===== config.mk =====
export PLATFORM = sky130hd
export DESIGN_NAME = torque_ramp_controller
export DESIGN_NICKNAME = d
export VERILOG_FILES = /design/src/rtl/torque_pkg.sv /design/src/rtl/step_timer.sv /design/src/rtl/torque_ramp_controller.sv
export SDC_FILE = /design/constraint.sdc
export NUM_CORES = 1
export LEC_CHECK = 0
export BUFFER_PORTS_ARGS = -buffer_cell sky130_fd_sc_hd__buf_4
export CORE_UTILIZATION = 60
export CTS_BUF_LIST = sky130_fd_sc_hd__clkbuf_16
export CTS_CLUSTER_SIZE = 40
export DETAILED_ROUTE_END_ITERATION = 10
export GPL_TIMING_DRIVEN = 0
export MAX_ROUTING_LAYER = met4
export PLACE_DENSITY = 0.79
export SLEW_MARGIN = 40
export SYNTH_ARGS = -nofsm -noshare
export SYNTH_HDL_FRONTEND = slang
export SYNTH_HIERARCHICAL = 1
export SYNTH_SLANG_ARGS = --single-unit

===== constraint.sdc =====
create_clock -name clk -period 3.35 [get_ports clk]
set_input_delay 0.335 -clock clk [delete_from_list [all_inputs] [get_ports clk]]
set_output_delay 0.335 -clock clk [all_outputs]
set_load 0.02 [all_outputs]

===== src/rtl/torque_pkg.sv =====
// Shared types and helpers for the torque drive path.
package torque_pkg;

  localparam int unsigned TORQUE_W = 2;

  typedef logic [TORQUE_W-1:0] torque_t;

  localparam torque_t TORQUE_MAX = 2'd3;

  typedef enum logic [1:0] {
    DIR_FWD   = 2'd0,
    DIR_REV   = 2'd1,
    DIR_LEFT  = 2'd2,
    DIR_RIGHT = 2'd3
  } dir_t;

  typedef enum logic [1:0] {
    ST_IDLE      = 2'd0,
    ST_RAMP_UP   = 2'd1,
    ST_HOLD      = 2'd2,
    ST_RAMP_DOWN = 2'd3
  } ctrl_state_t;

  // Saturating one-level increment; never wraps past TORQUE_MAX.
  function automatic torque_t tq_inc(input torque_t t);
    return (t == TORQUE_MAX) ? t : torque_t'(t + torque_t'(1));
  endfunction

  // Saturating one-level decrement; never wraps below zero.
  function automatic torque_t tq_dec(input torque_t t);
    return (t == torque_t'(0)) ? t : torque_t'(t - torque_t'(1));
  endfunction

endpackage


===== src/rtl/step_timer.sv =====
// Free-running pacing timer: pulses step on the last cycle of each period.
module step_timer #(
  parameter int unsigned STEP_CYCLES = 25_000_000
) (
  input  logic clk,
  input  logic reset,
  input  logic clear,
  output logic step
);

  localparam int unsigned CNT_W = (STEP_CYCLES > 2) ? $clog2(STEP_CYCLES) : 1;
  localparam logic [CNT_W-1:0] TERMINAL = CNT_W'(STEP_CYCLES - 1);

  logic [CNT_W-1:0] count;

  assign step = (count == TERMINAL);

  // Count 0..STEP_CYCLES-1 and wrap; clear restarts the period from 0.
  always_ff @(posedge clk or posedge reset) begin
    if (reset) begin
      count <= '0;
    end else if (clear || step) begin
      count <= '0;
    end else begin
      count <= count + CNT_W'(1);
    end
  end

endmodule


===== src/rtl/torque_ramp_controller.sv =====
// Command-driven torque ramp controller feeding torque_display.
module torque_ramp_controller
  import torque_pkg::*;
#(
  parameter int unsigned STEP_CYCLES = 25_000_000
) (
  input  logic       clk,
  input  logic       reset,
  input  logic       cmd_valid,
  output logic       cmd_ready,
  input  logic [1:0] cmd_dir,
  input  logic [1:0] cmd_torque,
  input  logic       estop,
  output logic       busy,
  output logic       enable,
  output logic [1:0] instruction,
  output logic [1:0] torque
);

  ctrl_state_t state;
  dir_t        tgt_dir;
  torque_t     tgt_tq;
  logic        pending_switch;
  logic        step;
  logic        accept_c;
  logic        clear_c;
  torque_t     tq_up_c;
  torque_t     tq_dn_c;
  torque_t     floor_c;

  assign cmd_ready = ((state == ST_IDLE) || (state == ST_HOLD)) && !estop;
  assign accept_c  = cmd_valid && cmd_ready;

  // Next torque candidates and the ramp-down stopping level.
  always_comb begin
    tq_up_c = tq_inc(torque);
    tq_dn_c = tq_dec(torque);
    floor_c = pending_switch ? torque_t'(0) : tgt_tq;
  end

  // Restart the step period whenever an accepted command starts a ramp.
  always_comb begin
    clear_c = 1'b0;
    if (accept_c && (state == ST_IDLE) && (cmd_torque != 2'd0)) begin
      clear_c = 1'b1;
    end
    if (accept_c && (state == ST_HOLD) &&
        ((cmd_dir != instruction) || (cmd_torque != torque))) begin
      clear_c = 1'b1;
    end
  end

  step_timer #(
    .STEP_CYCLES(STEP_CYCLES)
  ) u_step_timer (
    .clk  (clk),
    .reset(reset),
    .clear(clear_c),
    .step (step)
  );

  // Controller FSM with registered outputs; estop overrides everything.
  always_ff @(posedge clk or posedge reset) begin
    if (reset) begin
      state          <= ST_IDLE;
      tgt_dir        <= DIR_FWD;
      tgt_tq         <= '0;
      pending_switch <= 1'b0;
      enable         <= 1'b0;
      instruction    <= DIR_FWD;
      torque         <= '0;
      busy           <= 1'b0;
    end else if (estop) begin
      state          <= ST_IDLE;
      tgt_dir        <= DIR_FWD;
      tgt_tq         <= '0;
      pending_switch <= 1'b0;
      enable         <= 1'b0;
      torque         <= '0;
      busy           <= 1'b0;
    end else begin
      case (state)
        ST_IDLE: begin
          if (accept_c) begin
            tgt_dir     <= dir_t'(cmd_dir);
            tgt_tq      <= cmd_torque;
            instruction <= cmd_dir;
            if (cmd_torque != 2'd0) begin
              enable <= 1'b1;
              busy   <= 1'b1;
              state  <= ST_RAMP_UP;
            end
          end
        end

        ST_HOLD: begin
          if (accept_c) begin
            if (cmd_dir != instruction) begin
              tgt_dir        <= dir_t'(cmd_dir);
              tgt_tq         <= cmd_torque;
              pending_switch <= 1'b1;
              busy           <= 1'b1;
              state          <= ST_RAMP_DOWN;
            end else if (cmd_torque > torque) begin
              tgt_tq <= cmd_torque;
              busy   <= 1'b1;
              state  <= ST_RAMP_UP;
            end else if (cmd_torque < torque) begin
              tgt_tq <= cmd_torque;
              busy   <= 1'b1;
              state  <= ST_RAMP_DOWN;
            end
          end
        end

        ST_RAMP_UP: begin
          if (step) begin
            torque <= tq_up_c;
            if ((tq_up_c >= tgt_tq) || (torque == TORQUE_MAX)) begin
              busy  <= 1'b0;
              state <= ST_HOLD;
            end
          end
        end

        ST_RAMP_DOWN: begin
          if (step) begin
            torque <= tq_dn_c;
            if (tq_dn_c <= floor_c) begin
              if (pending_switch) begin
                instruction    <= tgt_dir;
                pending_switch <= 1'b0;
                if (tgt_tq != torque_t'(0)) begin
                  state <= ST_RAMP_UP;
                end else begin
                  enable <= 1'b0;
                  busy   <= 1'b0;
                  state  <= ST_IDLE;
                end
              end else if (tgt_tq != torque_t'(0)) begin
                busy  <= 1'b0;
                state <= ST_HOLD;
              end else begin
                enable <= 1'b0;
                busy   <= 1'b0;
                state  <= ST_IDLE;
              end
            end
          end
        end

        default: begin
          busy  <= 1'b0;
          state <= ST_IDLE;
        end
      endcase
    end
  end

endmodule


# After elaboration in Yosys (flattened, before gate mapping)
# Index checks and enable logic that the tools add are counted.
# Widths: inputs -> output; s select.
[totals]
input_bits = 8
register_bits = 38
out_inout_bits = 7
wordCells = 132
[classes]
n_bitwise = 1
n_addsub = 3
eq_ne = 22
n_reduce_logical = 28
mux = 65
magnitude_cmp = 4
[op_table]
columns = ["op", "n"]
rows = [
  ["$mux 2", 32],
  ["$add 25x1->25 const B", 1],
  ["$eq 25x25->1 const B", 1],
  ["$mux 25", 1],
  ["$mux 1", 24],
  ["$pmux 2 s2", 4],
  ["$ne 3x3->1 const B", 5],
  ["$ne 3x2->1 const B", 4],
  ["$reduce_and 6->1", 2],
  ["$reduce_bool 3->1", 4],
  ["$reduce_and 9->1", 1],
  ["$pmux 2 s4", 1],
  ["$reduce_and 4->1", 2],
  ["$reduce_and 8->1", 1],
  ["$eq 2x2->1 const B", 3],
  ["$logic_and 1x1->1", 6],
  ["$ne 2x2->1 const B", 3],
  ["$reduce_bool 2->1", 3],
  ["$ne 5x2->1 const B", 1],
  ["$reduce_and 5->1", 1],
  ["$logic_not 2->1", 2],
  ["$logic_or 1x1->1", 4],
  ["$ne 2x2->1", 2],
  ["$ne 4x4->1 const B", 1],
  ["13 further kinds", 14],
]

# Logic depth before layout (Yosys ltp)
# Gate-level depths: netlist of the first run.
[logic_depth]
ltp_word = 10
depth_mapped = 9
mapped_depth_nobuf = 9

# Hierarchy
# Netlist of the first run, hierarchy kept.
[by_module_without_submodules]
columns = ["mod", "area_each_um2", "seq_area_each_um2", "cells_per_inst", "instances"]
rows = [
  ["step_timer", 1292.5, 625.6, 136, 1],
  ["torque_ramp_controller", 967.2, 325.3, 113, 1],
]

# Least setup slack after synthesis of the first run
# Ideal clock, no wire load.
[synth_timing]
kind = "reg2reg"
start = "register u_step_timer.count[10]"
end = "register busy"
stages_incl_launch_ff = 7
path_buffers = 0
t_arrival_ns = 2.276
setup_time_ns = 0.120
slack_ns = 0.954
path_cell_list = "dfrtp_1 or4_1 nor4_1 a2bb2oi_1 o211ai_2 nand4b_1 a31o_1"
[synth_between]
elab_chain_cells = 3
word_cells_on_any_way = 4
cone_classes = "3 x eq/ne; 1 x reduce/logical"
[synth_rtl]
columns = ["item", "line_no", "rtl"]
rows = [
  ["from (decl)", "step_timer.sv:14", "logic [CNT_W-1:0] count;"],
  ["from (signal assigned)", "step_timer.sv:25", "count <= count + CNT_W'(1);"],
  ["$eq 25x25->1 *", "step_timer.sv:16", "assign step = (count == TERMINAL);"],
  ["via step", "torque_ramp_controller.sv:24", "logic step;"],
  ["$ne 3x2->1 (no source line)", "-", ""],
  ["$reduce_and 9->1 (no source line) *", "-", ""],
  ["to (signal assigned)", "torque_ramp_controller.sv:72", "busy <= 1'b0;"],
  ["to (signal assigned)", "torque_ramp_controller.sv:80", "busy <= 1'b0;"],
  ["to (signal assigned)", "torque_ramp_controller.sv:90", "busy <= 1'b1;"],
  ["to (decl)", "torque_ramp_controller.sv:14", "output logic busy,"],
]
# The timed path passes the listed nets; every way through them passes the cells marked *.
# A chain may end at the register's enable or synchronous reset.

# Final worst setup path of the first run
# Ends and elaborated chain as after synthesis.

==> results of run 1 <==
-- cell families (layout without fill, tap and decap cells) --
kind of cell    count (synthesis)  count (layout)
flops                          38              38
simple gates                  114             114
mux                             6               6
xor+xnor                       15              15
buf+inv                        20              42
compound gates                 49              49
fa+ha+maj                       7               7
-- per-stage QoR --
step,hold WS [ns],util,total power [W],cells,setup WS (ns)
after floorplan,0.212,-,0.000927,249,0.954
after global placement,0.413,0.698,0.00105,309,0.517
after detailed placement,0.415,0.698,0.00106,309,0.547
after CTS,0.128,0.739,0.00151,317,0.507
after global routing,0.157,0.741,0.00159,317,0.557
final,0.110,0.741,0.00150,317,0.637
-- critical path, stage by stage (launching register included) --
cell	delay, ns
dfrtp_1	0.42
or4_1	0.60
nor4_2	0.58
a2bb2oi_1	0.34
o211ai_2	0.20
nand4b_1	0.23
a31o_1	0.23
-- power by group through the flow --
stage,clock (W),combinational (W),sequential (W)
finish,0.000444,0.000453,0.000606
global placement,0,0.000442,0.000610
detailed placement,0,0.000445,0.000611
CTS,0.000453,0.000449,0.000605
floorplan,0,0.000305,0.000622
global route,0.000472,0.000506,0.000614
-- worst max-delay path by stage --
stage | from | to | slack [ns]
floorplan | u_step_timer/count[10] | busy | 0.95
global placement | u_step_timer/count[10] | busy | 0.52
detailed placement | u_step_timer/count[10] | busy | 0.55
CTS | u_step_timer/count[10] | busy | 0.51
global route | u_step_timer/count[10] | busy | 0.56
finish | u_step_timer/count[10] | busy | 0.64
-- layer usage --
| metal | share of wire | GRT usage |
|---|---|---|
| met5 | 0 | - |
| met4 | 0.0089 | 0.0682 |
| met3 | 0.056 | 0.0525 |
| met2 | 0.43 | 0.375 |
| met1 | 0.51 | 0.387 |
-- synth_stat cells, drive strengths merged --
cell type	n
dfrtp	38
nor2	33
nand2	19
a21oi	18
inv	12
nand3	11
o21ai	10
or4	9
xnor2	9
buf	8
ha	7
mux2i	6
o31ai	6
or3	6
xor2	6
nand2b	5
nand4	5
and3	4
nor2b	4
nor3	4
nor4	4
o211ai	3
or2	3
and2	2
nand4b	2
a211o	1
a211oi	1
a221o	1
a2bb2oi	1
a31o	1
a31oi	1
a32oi	1
nand3b	1
o2111ai	1
o221a	1
o22ai	1
o32ai	1
o41ai	1
or3b	1
or4b	1
-- registers in the layout, indices dropped and copies added (netlist names) --
| signal | cells |
|---|---|
| instruction | 2 |
| state | 2 |
| pending_switch | 1 |
| torque | 2 |
| busy | 1 |
| tgt_tq | 2 |
| tgt_dir | 2 |
| u_step_timer/count | 25 |
| enable | 1 |
-- area by class of cell --
type	instances	area [µm²]	share of cell area
Inverter	12	45.0	0.0175
Clock inverter	3	16.3	0.00633
Timing Repair Buffer	14	105	0.0409
Multi-Input combinational cell	191	1230	0.479
Tap cell	46	57.6	0.0224
Clock buffer	5	125	0.0487
Sequential cell	38	951	0.370
Buffer	8	38.8	0.0151
==> results.py, run 1 <==
metrics = {
    "clock_tree": {
        "cts_tree": "built",
        "post_cts_buffers": 0,
        "cts.path.max_buffers": 2,
        "cts_buffers": 5,
        "clock_sink_count": 38,
        "root_buffer": "clkbuf_16",
        "ctsResizeCount": 0,
        "clock_latency_ns": 0.28,
        "h-tree-depth": 2,
        "ctsHoldBuffers": 0,
        "clk_pin_slew_worst_paths_ns": 0.06,
    },
    "routing": {
        "wl_um": 4600,
        "route.detailed.drc": 0,
        "first_pass_iters": 4,
        "wl_per_cell_um": 14.5,
        "drtIter0Drc": 140,
        "postRouteAntennaNets": 0,
        "via_per_inst": 5.91,
        "via_count": 1872,
    },
    "power": {
        "netSwitchingFraction": 0.345,
        "intPower_w": 0.000984,
        "p_leak_nw": 1.10,
        "p_comb_frac": 0.301,
        "power.share.clock": 0.296,
        "p_switching_w": 0.000519,
        "peakVddDrop_uv": 517,
        "powerDensity_nw_per_um2": 585,
        "power_frac_seq": 0.403,
    },
    "setup_path": {
        "cp_data_required_time_ns": 3.51,
        "arrival_ns": 2.87,
        "reg2reg_depth": 6,
        "path_max_fanout": 5,
        "rr_startpoint": "u_step_timer/count[10]",
        "critPathLaunchType": "register",
        "path_class": "register to register",
        "worstReg2RegEnd": "busy",
        "cp-end-kind": "register",
        "r2r_slack_ns": 0.64,
    },
    "cells_and_area": {
        "fill_cells": 272,
        "final_net_count": 285,
        "final_common_cell": "dfrtp_1",
        "final_area_um2": 2570,
        "layout_common_cells": "dfrtp_1 (38), nor2_1 (33), nand2_1 (19)",
        "area_delta_synth_final_pct": 13.7,
        "layout-drive-gt1-share": 0.159,
        "insertedDiodeCount": 0,
    },
    "synthesis": {
        "synthSimpleGateAreaFrac": 0.271,
        "muxShareOfSynthArea": 0.0266,
        "synth_cells": 249,
        "yosysSeqAreaShare": 0.421,
        "synth.avg_cell_area_um2": 9.07,
        "ys_seq_elements": 38,
        "synthAdderAreaFrac": 0.0388,
        "synth_xor_area_frac": 0.0581,
        "synth_top_family_by_area": "simple AND/OR/NAND/NOR gates",
        "synth_compound_area_frac": 0.148,
        "synth.area.top_cells": "dfrtp_1 (42%), nor2_1 (5.5%), ha_1 (3.9%)",
        "ys_warn_count": 6,
        "netlist_area_um2": 2260,
        "yosys.area.top_type": "dfrtp_1",
        "synth.net_count": 264,
        "synth_top_area_frac": 0.421,
        "netlist-cell-type-count": 49,
    },
    "place": {
        "place_area_um2": 2420,
        "place.gp.congestion": 0.947,
        "port_buffers": 14,
        "hpwl_um": 3380,
    },
    "die": {
        "die_y_um": 63.4,
        "design.core.area_um2": 3470,
        "rows": 21,
        "die_width_um": 63.4,
        "dieArea_um2": 4020,
        "initial_core_util": 0.652,
        "io_pins": 15,
    },
    "grt": {
        "gr-total-overflow": 0,
        "track_usage": 0.265,
        "grt_pass1_vias": 1774,
        "grt_max_degree": 26,
        "grt_pass1_wl_um": 8100,
        "antenna_found_initial": 0,
    },
    "sta": {
        "skew_ns": 0.00718,
        "hold_viol": 0,
        "setup_violations": 0,
        "rsz0062_at_grt": "false",
        "min_period_over_period": 0.810,
        "fmaxAchievable_mhz": 369,
        "period_needed_ns": 2.71,
        "tns_ns": 0,
        "worst_slew_pin_slew_ns": 0.646,
        "relSlewSlack": 0.565,
        "slew_viol_final": 0,
    },
    "run_status": {
        "outcome": "completed",
    },
    "flow_run": {
        "drv_cap": 0,
    },
    "worst_hold_path": {
        "worstHoldPathType": "input pin to asynchronous set/reset pin",
    },
}
(Power assumes the default switching activity.)
==> run 2, diff against run 1 <==
Clock period 3.35 ns to 2.7 ns, I/O delays scaled along.
==> run 2 against run 1 <==
  * Clock power grew 24%
  * Fmax grew 5.9%
  * Flip-flop and latch count is the same
  * Register-to-register slack lost 0.50 ns
  * Clock skew shrank 0.00074 ns
  * Via count shrank 0.43%
  * Critical path depth is the same
  * Non-clock buffer count is the same
  * Sequential share of layout area shrank 0.13 points
  * Combinational power grew 24%
  * Design area grew 0.34%
  * Core utilization grew 0.25 points
==> results.py, run 2 (same netlist as run 1, synthesis figures left out) <==
metrics = {
    "die": {
        "die_y_um": 63.4,
        "dieArea_um2": 4020,
        "io_pins": 15,
        "initial_core_util": 0.652,
        "design.core.area_um2": 3470,
        "die_width_um": 63.4,
        "rows": 21,
    },
    "setup_path": {
        "cp-end-kind": "register",
        "cp_top_family": "simple AND/OR/NAND/NOR gates",
        "critPathLaunchType": "register",
        "path_buf_inv": 0,
        "path_cells": "or4_1 > nor4_4 > a2bb2oi_1 > o211ai_2 > nand4b_1 > a31o_1",
        "crit_slowest_cell": "or4_1",
        "cp_slowest_stage_delay_ns": 0.63,
        "cp_data_required_time_ns": 2.86,
        "path_class": "register to register",
        "arrival_ns": 2.72,
        "r2r_slack_ns": 0.14,
        "path_max_fanout": 5,
    },
    "place": {
        "post-place-ws_ns": -0.103,
        "port_buffers": 14,
        "dpl.cell_count": 309,
        "place.gp.congestion": 0.947,
        "hpwl_um": 3380,
    },
    "sta": {
        "period_needed_ns": 2.56,
        "skew_ns": 0.00644,
        "rsz0062_at_grt": "false",
        "holdWs_ns": 0.0461,
        "relSlewSlack": 0.554,
        "hold_viol": 0,
        "fmaxAchievable_mhz": 390,
        "fin_ws_ns": 0.138,
        "setup_violations": 0,
        "min_period_over_period": 0.949,
        "worst_slew_pin_slew_ns": 0.662,
        "slew_viol_final": 0,
    },
    "clock_tree": {
        "clk_pin_slew_worst_paths_ns": 0.06,
        "root_buffer": "clkbuf_16",
        "cts_buffers": 5,
        "post_cts_buffers": 0,
        "h-tree-depth": 2,
        "cts.path.max_buffers": 2,
        "clock_sink_count": 38,
        "cts_tree": "built",
        "clock_latency_ns": 0.27,
    },
    "grt": {
        "grt_pass1_vias": 1774,
        "grt_max_degree": 26,
        "gr-total-overflow": 0,
        "grt_pass1_wl_um": 8100,
        "track_usage": 0.265,
        "antenna_found_initial": 0,
    },
    "routing": {
        "wl_um": 4620,
        "route.detailed.drc": 0,
        "wl_per_cell_um": 14.6,
        "via_count": 1864,
        "drtIter0Drc": 132,
        "via_per_inst": 5.88,
        "postRouteAntennaNets": 0,
        "first_pass_iters": 4,
    },
    "cells_and_area": {
        "insertedDiodeCount": 0,
        "area_delta_synth_final_pct": 14.1,
        "final_net_count": 285,
        "fin_cells": 317,
        "largest_reg_flops": 25,
        "final_common_cell": "dfrtp_1",
        "largest-register": "u_step_timer/count",
        "layout-drive-gt1-share": 0.159,
        "layout_common_cells": "dfrtp_1 (38), nor2_1 (33), nand2_1 (19)",
    },
    "power": {
        "powerDensity_nw_per_um2": 724,
        "p_switching_w": 0.000645,
        "p_leak_nw": 1.12,
        "fin_total_pwr_w": 0.00187,
        "netSwitchingFraction": 0.346,
        "power_frac_seq": 0.403,
        "power.share.clock": 0.296,
        "intPower_w": 0.00122,
        "peakVddDrop_uv": 643,
        "p_comb_frac": 0.301,
    },
    "worst_hold_path": {
        "worstHoldPathType": "input pin to asynchronous set/reset pin",
    },
    "flow_run": {
        "drv_cap": 0,
    },
    "run_status": {
        "outcome": "completed",
    },
}
[run 2: cell counts in the layout (fill, tap and decap cells not counted)]
Identical to the previous run, type by type.
[run 2: final cells by class]
class,instances,area (µm²)
plain buffers,8,38.8
clock buffers,5,125
clock inverters,3,16.3
fillers,272,890
inverters,12,45.0
multi-input cells,191,1240
flip-flops and latches,38,951
well taps,46,57.6
repair buffers,14,105
[run 2: power groups by stage]
stage / logic, W / registers, W / clock network (W)
after floorplan: 0.000379 / 0.000772 / 0
after global placement: 0.000549 / 0.000757 / 0
after detailed placement: 0.000552 / 0.000759 / 0
after CTS: 0.000557 / 0.000750 / 0.000562
after global routing: 0.000628 / 0.000762 / 0.000585
final: 0.000563 / 0.000752 / 0.000552
[run 2: through the flow]
| step | TNS [ns] | cell area, µm² | util |
|---|---|---|---|
| after CTS | 0 | 2570 | 0.741 |
| after global routing | 0 | 2580 | 0.744 |
| after detailed placement | -0.187 | 2420 | 0.698 |
| final | 0 | 2580 | 0.744 |
| after global placement | -0.226 | 2420 | 0.698 |
| after floorplan | 0 | 2260 | - |
[run 2: final timing paths]
kind / from / endpoint / depth (start not counted)
min in group clk: cmd_dir[0] / tgt_dir[0] / 3
min: reset / u_step_timer/count[21] / 2
min reg2reg: u_step_timer/count[0] / u_step_timer/count[0] / 1
max: u_step_timer/count[10] / busy / 6
max in group asynchronous: reset / enable / 2
max reg2reg: u_step_timer/count[10] / busy / 6
[run 2: worst register-to-register path: stages (launching register included)]
cell       delay (ns)
dfrtp_1          0.42
or4_1            0.63
nor4_4           0.42
a2bb2oi_1        0.32
o211ai_2         0.20
nand4b_1         0.23
a31o_1           0.23
[run 2: layer usage]
metal	part of all wire	track usage	vias up
met1	0.52	0.387	880
li1	-	-	937
met3	0.048	0.0525	4
met2	0.42	0.375	43
met5	0	-	-
met4	0.0089	0.0682	0
[run 2: timing repair]
item / 4_1_cts / 5_1_grt
endpoints found under the setup margin: 2 / 2
resized for setup: 1 / 1
hold buffers: 0 / 0
